<file path="src/rtl/pool_pkg.sv">
`timescale 1ns/1ps
// Shared definitions for the max-pooling window feeder.
// Holds default sizes, the FSM encoding and a helper that slices one sample out of a flattened window.
package pool_pkg;

   localparam int POOL_DW      = 22;
   localparam int POOL_WIN     = 16;
   localparam int POOL_SETTLE  = 3;
   localparam int POOL_TIMEOUT = 64;

   typedef enum logic [1:0] {
      FILL      = 2'd0,
      ISSUE     = 2'd1,
      WAIT_DONE = 2'd2,
      OUT       = 2'd3
   } pool_state_e;

   // Sample k sits at bits [k*DW +: DW]; slot 0 is the first sample received.
   function automatic logic signed [POOL_DW-1:0] winSample(
      input logic [POOL_WIN*POOL_DW-1:0] flat,
      input int                          k
   );
      return flat[k*POOL_DW +: POOL_DW];
   endfunction

endpackage

</file>
<file path="src/rtl/pool_window_feeder.sv">
`timescale 1ns/1ps
// Collects WIN streamed samples into a window, presents it to the max-pooling core,
// then forwards the pooled result (or a timeout error) over a downstream valid/ready handshake.
module pool_window_feeder
   import pool_pkg::*;
#(
   parameter int DW      = POOL_DW,
   parameter int WIN     = POOL_WIN,
   parameter int SETTLE  = POOL_SETTLE,
   parameter int TIMEOUT = POOL_TIMEOUT
) (
   input  logic              clk,
   input  logic              rst_n,
   input  logic              s_valid,
   output logic              s_ready,
   input  logic [DW-1:0]     s_data,
   output logic [WIN*DW-1:0] win_flat,
   output logic              pool_enable,
   input  logic              pool_done,
   input  logic [DW-1:0]     pool_result,
   output logic              m_valid,
   input  logic              m_ready,
   output logic [DW-1:0]     m_data,
   output logic              m_err,
   output logic [15:0]       win_count
);

   localparam int FW = (WIN > 1) ? $clog2(WIN) : 1;
   localparam int TW = (TIMEOUT > 1) ? $clog2(TIMEOUT) : 1;

   localparam logic [FW-1:0] LAST_SLOT   = FW'(WIN - 1);
   localparam logic [TW-1:0] SETTLE_CNT  = TW'(SETTLE - 1);
   localparam logic [TW-1:0] TIMEOUT_CNT = TW'(TIMEOUT - 1);

   pool_state_e   state_q, state_d;
   logic [FW-1:0] fill_cnt_q, fill_cnt_d;
   logic [TW-1:0] wait_cnt_q, wait_cnt_d;
   logic [DW-1:0] m_data_q, m_data_d;
   logic          m_err_q, m_err_d;
   logic [15:0]   win_count_q, win_count_d;
   logic [DW-1:0] win_q [WIN];
   logic          sample_we;

   always_ff @(posedge clk or negedge rst_n) begin
      if (!rst_n) begin
         state_q     <= FILL;
         fill_cnt_q  <= '0;
         wait_cnt_q  <= '0;
         m_data_q    <= '0;
         m_err_q     <= 1'b0;
         win_count_q <= '0;
      end else begin
         state_q     <= state_d;
         fill_cnt_q  <= fill_cnt_d;
         wait_cnt_q  <= wait_cnt_d;
         m_data_q    <= m_data_d;
         m_err_q     <= m_err_d;
         win_count_q <= win_count_d;
      end
   end

   // Window buffer only changes while filling, so the core sees a frozen window during pooling.
   always_ff @(posedge clk or negedge rst_n) begin
      if (!rst_n) begin
         for (int k = 0; k < WIN; k++) begin
            win_q[k] <= '0;
         end
      end else if (sample_we) begin
         win_q[fill_cnt_q] <= s_data;
      end
   end

   always_comb begin
      state_d     = state_q;
      fill_cnt_d  = fill_cnt_q;
      wait_cnt_d  = wait_cnt_q;
      m_data_d    = m_data_q;
      m_err_d     = m_err_q;
      win_count_d = win_count_q;
      sample_we   = 1'b0;
      s_ready     = 1'b0;
      pool_enable = 1'b0;
      m_valid     = 1'b0;

      case (state_q)
         FILL: begin
            s_ready = 1'b1;
            if (s_valid) begin
               sample_we = 1'b1;
               if (fill_cnt_q == LAST_SLOT) begin
                  fill_cnt_d = '0;
                  state_d    = ISSUE;
               end else begin
                  fill_cnt_d = fill_cnt_q + 1'b1;
               end
            end
         end

         ISSUE: begin
            pool_enable = 1'b1;
            wait_cnt_d  = '0;
            state_d     = WAIT_DONE;
         end

         // A done that arrives before the core has settled is ignored; capture wins over timeout.
         WAIT_DONE: begin
            pool_enable = 1'b1;
            wait_cnt_d  = wait_cnt_q + 1'b1;
            if (pool_done && (wait_cnt_q >= SETTLE_CNT)) begin
               m_data_d = pool_result;
               m_err_d  = 1'b0;
               state_d  = OUT;
            end else if (wait_cnt_q == TIMEOUT_CNT) begin
               m_data_d = '0;
               m_err_d  = 1'b1;
               state_d  = OUT;
            end
         end

         OUT: begin
            m_valid = 1'b1;
            if (m_ready) begin
               win_count_d = win_count_q + 16'd1;
               state_d     = FILL;
            end
         end

         default: begin
            state_d = FILL;
         end
      endcase
   end

   for (genvar k = 0; k < WIN; k++) begin : g_flat
      assign win_flat[k*DW +: DW] = win_q[k];
   end

   assign m_data    = m_data_q;
   assign m_err     = m_err_q;
   assign win_count = win_count_q;

endmodule

</file>
<file path="config.mk">
export PLATFORM = sky130hd
export DESIGN_NAME = pool_window_feeder
export DESIGN_NICKNAME = d
export VERILOG_FILES = /design/src/rtl/pool_pkg.sv /design/src/rtl/pool_window_feeder.sv
export SDC_FILE = /design/constraint.sdc
export NUM_CORES = 1
export LEC_CHECK = 0
export CORE_UTILIZATION = 40
export DETAILED_ROUTE_END_ITERATION = 12
export DONT_BUFFER_PORTS = 1
export GPL_TIMING_DRIVEN = 0
export SLEW_MARGIN = 20
export SYNTH_ARGS = -nofsm -noshare
export SYNTH_HDL_FRONTEND = slang
export SYNTH_SLANG_ARGS = --single-unit
</file>
<file path="constraint.sdc">
create_clock -name clk -period 2.2 [get_ports clk]
set_clock_uncertainty 0.15 [all_clocks]
set_input_delay 0.33 -clock clk [delete_from_list [all_inputs] [get_ports clk]]
set_output_delay 0.33 -clock clk [all_outputs]
set_load 0.01 [all_outputs]
</file>
==> flow_results.org, run 1 <==
** Timing
- Derived from the worst setup path, the maximum achievable clock frequency is 453.5 MHz.
- Final setup fails :: 1
- The number of max-slew violations in the final report was 0.
- Period Utilization, post-route :: 100.2%
- The final-report hold violation count came to 403.
- Final critical-path setup slack :: -0.004952 ns
- After layout, the minimum clock period comes to 2.205 ns.
- Headroom to the max-slew limit :: 3.036%
- Setup repair after global routing could not meet its margin everywhere.
- On the final layout, the worst hold slack is -0.6572 ns.
- At the pin with the least slew margin, the transition time is 1.454 ns.

** Die
- Die height :: 197.6 um
- The initial utilization of the core area, before any placement, comes to 40.64%.
- # rows :: 71
- The region available for standard cell placement spans 37,670 sq um.
- Total I/O pin count :: 443
- Die area :: 39,050 sq um
- From left edge to right edge, the die measures 197.6 um.

** Clocking
- CTS saw 403 sinks.
- In this run, post-CTS hold repair placed 46 buffers.
- At the later pin of the worst-skew pair, clock insertion delay measures 0.55 ns.
- Reg clk slew, reported paths :: 0.06 ns
- Clock buffers created by TritonCTS :: 44
- Max Buffers Root-to-Sink :: 3
- TritonCTS clock tree :: yes
- The H-tree was split into 2 levels.
- Library cell used as clock root buffer :: sky130_fd_sc_hd__clkbuf_16

** Yosys
- Yosys cell types :: 31
- Number of cells produced by synthesis :: 963
- Synth Warn # :: 0
- Sorting the synthesized cells by how often they occur yields sky130_fd_sc_hd__dfrtp_1, sky130_fd_sc_hd__mux2_2, sky130_fd_sc_hd__clkbuf_1.
- Net count after synthesis :: 1,022
- Biggest area consumer among synthesized cells :: sky130_fd_sc_hd__dfrtp_1
- Most common cell in the netlist :: sky130_fd_sc_hd__dfrtp_1
- EDFF count, synth :: 0
- Sequential elements use 65.89% of the synthesized area.
- In this run the biggest area consumer among cell types represents 65.89% of the synthesized area.
- Area of the mapped netlist :: 15,310 sq um
- Among all flip-flop cells after synthesis, the most frequent one is sky130_fd_sc_hd__dfrtp_1.
- #FFs+latches synth :: 403
- Synthesized area divided by synthesized cell count :: 15.89 sq um
- In the post-synthesis netlist, the biggest area contributors are sky130_fd_sc_hd__dfrtp_1, sky130_fd_sc_hd__mux2_2, sky130_fd_sc_hd__a22o_1.
- After synthesis, the share of flip-flops with an asynchronous set or reset is 100.0%.

** Global route
- Largest net degree at the start of global routing :: 404
- The initial antenna violation count is 0.
- The number of global-route vias before repair is 8,879.
- The first global-routing pass estimated 59,610 um of wire.
- Total Routing Usage GR :: 20.49%
- Leftover overflow at the end of global routing :: 0

** Setup path
- CP Class :: flip-flop to flip-flop
- Element type at the critical path end :: flip-flop
- CP Launch Point :: wait_cnt_q[1]
- In this run the worst path has a maximum fanout of 6.
- STA classifies the critical path startpoint as a flip-flop.
- At the worst endpoint, the required time is 2.49 ns.
- Setup slack of the worst register-to-register path :: -0.005 ns
- Data arrival time of the critical path :: 2.49 ns
- Reg-to-reg critical path startpoint :: wait_cnt_q[1]

** Cells and area
- Utilization of the core after routing :: 49.38%
- The layout has 3,251 filler cells.
- From synthesis to final layout, the design area changed by 21.51%.
- Total inserted antenna cells :: 0
- In the final layout, the share of cells above drive strength 1 is 45.40%.
- Layout net count :: 1,150
- Final non-filler cell area :: 18,600 sq um

** Routing
- The routed design has 41,010 um of wire.
- After the first detailed-routing iteration, the DRC count stood at 327.
- Final routed wire length divided by cell count :: 25.16 um
- Drc violations :: 0
- In the routed layout, each cell is associated on average with a via count of 5.260.
- DR vias :: 8,573
- Before antenna repair, the detailed router went through 6 iterations.
- Once detail routing completed, the nets flagged for antenna violations numbered 0.

** Pwr
- The analysis attributes to cell leakage a power of 8.893 nW.
- VDD sags by at most 0.8386 mV.
- In this run the power density over the cells is 1371 nW/um^2.

** Placement
- Input and output buffers added on the ports amount to 0.
- HPWL reported at the end of detailed placement :: 27,160 um
- Summing all placed instances gives a cell area of 15,960 sq um.
- Routability-driven placement finished with a final weighted congestion of 0.8002.

** Status
- Status :: complete, but fails checks
- The checks that failed: hold timing, setup timing.

** Min path
- Min-delay worst type :: input pin to asynchronous set/reset pin

** Run
- Maxcap violations :: 0
state kept, by name, indices dropped and copies added, names as in the netlist:
register / count
win_flat: 352
fill_cnt_q: 4
m_err: 1
m_data: 22
win_count: 16
state_q: 2
wait_cnt_q: 6
where the power goes:
part / internal, mW / switching (mW) / leakage [nW]
combinational: 2.73 / 1.66 / 2.88
sequential: 10.3 / 3.90 / 5.36
clock: 4.07 / 2.88 / 0.653
total: 17.1 / 8.43 / 8.89
what timing repair did:
action | CTS | global route
buffers inserted | 18 | 14
pin swaps | 15 | 7
gates cloned | 1 | 4
gates resized for setup | 115 | 29
setup endpoints to repair | 375 | 293
endpoints found under the hold margin | 564 | 403
worst max-delay path, stage by stage, from the launching register on:
cell and delay, ns:
sky130_fd_sc_hd__dfrtp_1 0.40, sky130_fd_sc_hd__ha_2 0.18, sky130_fd_sc_hd__or4_1 0.46, sky130_fd_sc_hd__o31a_1 0.32
sky130_fd_sc_hd__and2_4 0.21, sky130_fd_sc_hd__buf_4 0.16, sky130_fd_sc_hd__a22o_1 0.21
kinds of logic after synthesis:
| logic type | count (synthesis) | synth area share (%) |
|---|---|---|
| AOI/OAI and AO/OA | 40 | 2.068 |
| xor gates and xnor gates | 16 | 0.9156 |
| adders and majority gates | 10 | 0.8175 |
| buffers and inverters | 68 | 1.897 |
| DFF | 403 | 65.89 |
| muxes | 357 | 26.23 |
| and+or+nand+nor | 69 | 2.183 |
layout make-up:
cell class                 instances  area, sq um  area share, %
buffer                            60        530.5          2.853
clock buffer                      65         1261          6.782
inverter                           7        26.28         0.1413
timing repair buffer              83        847.1          4.555
multi-input combinational        492         5126          27.56
tap                              511        639.4          3.438
clock inverter                     9        82.58         0.4440
sequential                       403        10080          54.23
layer usage:
layer  global-route usage (%)  wire (um)  vias to the layer above
li1                         -          -                     3655
met3                    7.034       3371                       66
met2                    33.27      19950                      292
met1                    24.88      16310                     4560
met4                    8.412       1373                        0
met5                        0          0                        -
layout by cell type (no fill, tap or decap), drive strengths merged, types with 2 or more instances in the layout:
cell type,netlist,routed
a21oi,3,3
a22o,25,25
and2,3,3
and3,4,4
and4,3,3
buf,26,63
clkbuf,35,99
clkinv,0,5
clkinvlp,0,2
dfrtp,403,403
dlygate4sd3,0,46
ha,10,10
inv,7,8
mux2,353,353
mux2i,4,4
nand2,18,18
nand2b,2,2
nand3,11,11
nand4,7,7
nor2,19,19
o21ai,6,6
o31a,2,2
xnor2,13,13
xor2,3,3
worst paths after layout:
check                                endpoint  depth (start not counted)
worst min register to register  win_count[15]                          1
max in group asynchronous       win_flat[144]                          0
worst min-delay path            win_flat[137]                          0
worst max register to register      m_data[7]                          6
min in group clk                fill_cnt_q[2]                          3
worst max-delay path                m_data[7]                          6
per-stage QoR:
| stage | setup WS (ns) | power (mW) | instances | setup TNS (ns) |
|---|---|---|---|---|
| floorplan | -0.02278 | 16.38 | 963 | -1.190 |
| global placement | -0.8203 | 17.92 | 1474 | -199.40 |
| detailed placement | -0.8376 | 18.14 | 1474 | -209.55 |
| CTS | -0.04139 | 25.61 | 1612 | -0.6682 |
| global route | -0.05830 | 26.72 | 1630 | -1.212 |
| finish | -0.004952 | 25.50 | 1630 | -0.004952 |
Note: power is estimated with default switching activity, not from simulation.
==> run 2: changes to the inputs <==
--- a/config.mk
+++ b/config.mk
@@ -5,10 +5,12 @@
 export SDC_FILE = /design/constraint.sdc
 export NUM_CORES = 1
 export LEC_CHECK = 0
+export CORE_MARGIN = 4
 export CORE_UTILIZATION = 40
 export DETAILED_ROUTE_END_ITERATION = 12
 export DONT_BUFFER_PORTS = 1
 export GPL_TIMING_DRIVEN = 0
+export MAX_ROUTING_LAYER = met4
 export SLEW_MARGIN = 20
 export SYNTH_ARGS = -nofsm -noshare
 export SYNTH_HDL_FRONTEND = slang
==> run 2 against run 1 <==
Against the previous run: combinational power hardly changed; clock-buffer cell count decreased by 1; largest power group unchanged; global-route usage is 0.11 points higher; worst setup slack lost 0.0053 ns; register-to-register slack hardly changed; first-iteration DRC count is 1.8% lower; critical endpoint is now m_data[5]; final cell count rose by 0.37%; die area up 6.2%; clock power grew 8.9%; maximum frequency fell by 0.24%; non-clock buffer count grew 2; cell area up 0.73%; the run still ends with hold timing, setup timing left.
==> flow_results.org, run 2 (synthesis results as in run 1) <==
** Timing
- The final critical path takes up 100.5% of the cycle.
- Tightest Pin Transition :: 0.7863 ns
- Once routing completed, OpenROAD measured the worst setup slack at -0.01022 ns.
- Number of max-slew violations in the final report :: 0
- Setup violations remaining at the end of the flow were counted as 3.
- Setup repair after global routing could not meet its margin everywhere.
- Post-route minimum period :: 2.210 ns
- The worst pin sits at a relative slew slack of 47.58%.
- Final Hold Slack :: -0.6623 ns
- The final-report hold violation count came to 403.
- Max Fclk :: 452.4 MHz

** Global route
- Wire length of the first global-routing pass :: 62,470 um
- Global-route met1 utilization :: 24.10%
- For met2 alone, demand over resource in global routing was 32.58%.
- Total Routing Usage GR :: 20.60%
- Largest net degree at the start of global routing :: 404
- For this run the aggregate overflow at the end of global routing stands at 0.
- The initial antenna violation count was 1.
- The global routing stage identified its most utilized layer as met2.
- In the global route stage, met3 resource usage came out at 7.998%.
- Vias in the first global route :: 9,093

** Clocking
- In this run the number of H-tree levels came out at 2.
- The clock passes through at most 3 buffers.
- Library cell used as clock root buffer :: sky130_fd_sc_hd__clkbuf_16
- The clock drives 403 sinks.
- Counting the buffers created by CTS gives 45.
- After clock tree synthesis, the clock-pin slew on the worst setup and hold paths is 0.06 ns.
- TritonCTS built the clock tree.
- Latest clock arrival within the worst-skew pair :: 0.55 ns
- In this run, post-CTS hold repair placed 47 buffers.

** Die
- From left edge to right edge, the die measures 203.6 um.
- Pin placement for this block handled 443 I/O pins.
- Total core area :: 37,670 sq um
- Die area :: 41,460 sq um
- Row generation in the floorplan step produced 71 rows.
- Initial core utilization :: 40.64%
- From bottom edge to top edge, the die measures 203.6 um.

** Placement
- OpenSTA, run right after detailed placement, puts the worst setup slack at -0.9071 ns.
- Count of buffers from port buffering :: 0
- Summed over all nets, the half-perimeter wirelength after detailed placement is 28,920 um.
- The number of placed instances, taps included, is 1,474.
- Routability congestion estimate :: 0.7867

** Min path
- Min-delay worst type :: input pin to asynchronous set/reset pin

** Cells and area
- Share of final-layout standard cells stronger than drive strength 1 :: 46.09%
- For this run, the post-layout net count is 1,153.
- Most frequent cells in the layout :: sky130_fd_sc_hd__dfrtp_1, sky130_fd_sc_hd__mux2_2, sky130_fd_sc_hd__clkbuf_16, sky130_fd_sc_hd__dlygate4sd3_1, sky130_fd_sc_hd__buf_4
- Final cell count without fillers :: 1,636
- Leaving out fill and tap cells, the most frequent cell in the layout is sky130_fd_sc_hd__dfrtp_1.
- The register with the most flip-flops in the layout has 352 of them.
- Counting the fill cells in the layout gives 3,257.
- Relative to the synthesized area, the layout overhead comes to 22.39%.

** Pwr
- PwrDens :: 1400 nW/um^2
- Worst VDD drop :: 0.6650 mV
- Leakage power :: 8.990 nW

** Setup path
- Critical Path RT :: 2.47 ns
- Element type at the critical path end :: flip-flop
- Maximum fanout count along the critical path :: 6
- At the worst endpoint, the arrival time is 2.48 ns.
- Startpoint type of the worst setup path :: flip-flop
- CP Class :: flip-flop to flip-flop
- The worst register-to-register path has a depth of 6.

** Status
- Violations in the final reports :: hold timing, setup timing
- The run finished, with violations left.

** Routing
- Number of iterations in the first detailed-routing pass :: 5
- After detailed routing, the number of remaining DRC violations is 0.
- DR vias :: 8,607
- For this block, the initial DRC count from the detailed router was 321.
- Dividing the detail-routed wire length by the instance count gives 26.26 um.
- Total Routed Length :: 42,960 um
- Vias per std cell :: 5.261
- Routed Antenna Nets :: 0

** Run
- Maxcap violations :: 0
-- run 2: area by class of cell --
type	instances	area (sq um)	area share (%)
Buffer	60	515.5	2.752
Timing Repair Buffer	85	883.3	4.715
Tap cell	511	639.4	3.413
Sequential cell	403	10080	53.83
Multi-Input combinational cell	492	5080	27.12
Inverter	7	26.28	0.1403
Clock buffer	64	1330	7.100
Clock inverter	13	171.4	0.9150
Antenna cell	1	2.502	0.01336
-- run 2: path summary, 6_finish.rpt --
check / slack (ns) / start / to
max in group asynchronous: 1.90 / rst_n / m_data[20]
setup reg to reg: -0.01 / wait_cnt_q[1] / m_data[5]
hold / removal: -0.66 / rst_n / win_flat[5]
min in group clk: 0.09 / s_valid / fill_cnt_q[2]
hold reg to reg: 0.39 / win_count[15] / win_count[15]
setup / recovery: -0.01 / wait_cnt_q[1] / m_data[5]
-- run 2: layer usage --
metal / vias up / share of wire (%) / routed length [um]
met1: 4562 / 39 / 16580
li1: 3659 / - / -
met5: - / 0 / 0
met2: 304 / 49 / 21150
met3: 82 / 9.0 / 3880
met4: 0 / 3.1 / 1349
-- run 2: critical path, cell delays in order (launching register included) --
cell and delay [ns]:
sky130_fd_sc_hd__dfrtp_1 0.39, sky130_fd_sc_hd__buf_4 0.16, sky130_fd_sc_hd__or4_1 0.50, sky130_fd_sc_hd__o31a_1 0.31
sky130_fd_sc_hd__and2_4 0.21, sky130_fd_sc_hd__buf_8 0.14, sky130_fd_sc_hd__a22o_1 0.23
-- run 2: repair_timing --
action | in CTS | in global routing
endpoints found under the hold margin | 566 | 403
buffers inserted | 16 | 16
endpoints found under the setup margin | 376 | 269
pin swaps | 12 | 15
gates resized for setup | 102 | 27
gates cloned | 1 | 5
-- run 2: power by group --
part	internal, mW	switching [mW]	leakage [nW]
clock	4.65	2.92	0.742
sequential	10.3	3.98	5.36
combinational	2.76	1.65	2.89
total	17.7	8.55	8.99
-- run 2: metrics by stage --
stage                     hold WS [ns]  cell area [sq um]  total power [mW]  setup TNS [ns]  util (%)
after detailed placement       -0.1015              15960             18.26         -212.46     42.37
after global placement         -0.1012              15960             18.05         -200.88     42.37
after floorplan                -0.1156              15320             16.38          -1.190         -
final                          -0.6623              18730             26.23        -0.02283     49.73
after CTS                      -0.7097              18390             26.42         -0.4595     48.83
after global routing           -0.7036              18730             27.54          -1.166     49.73
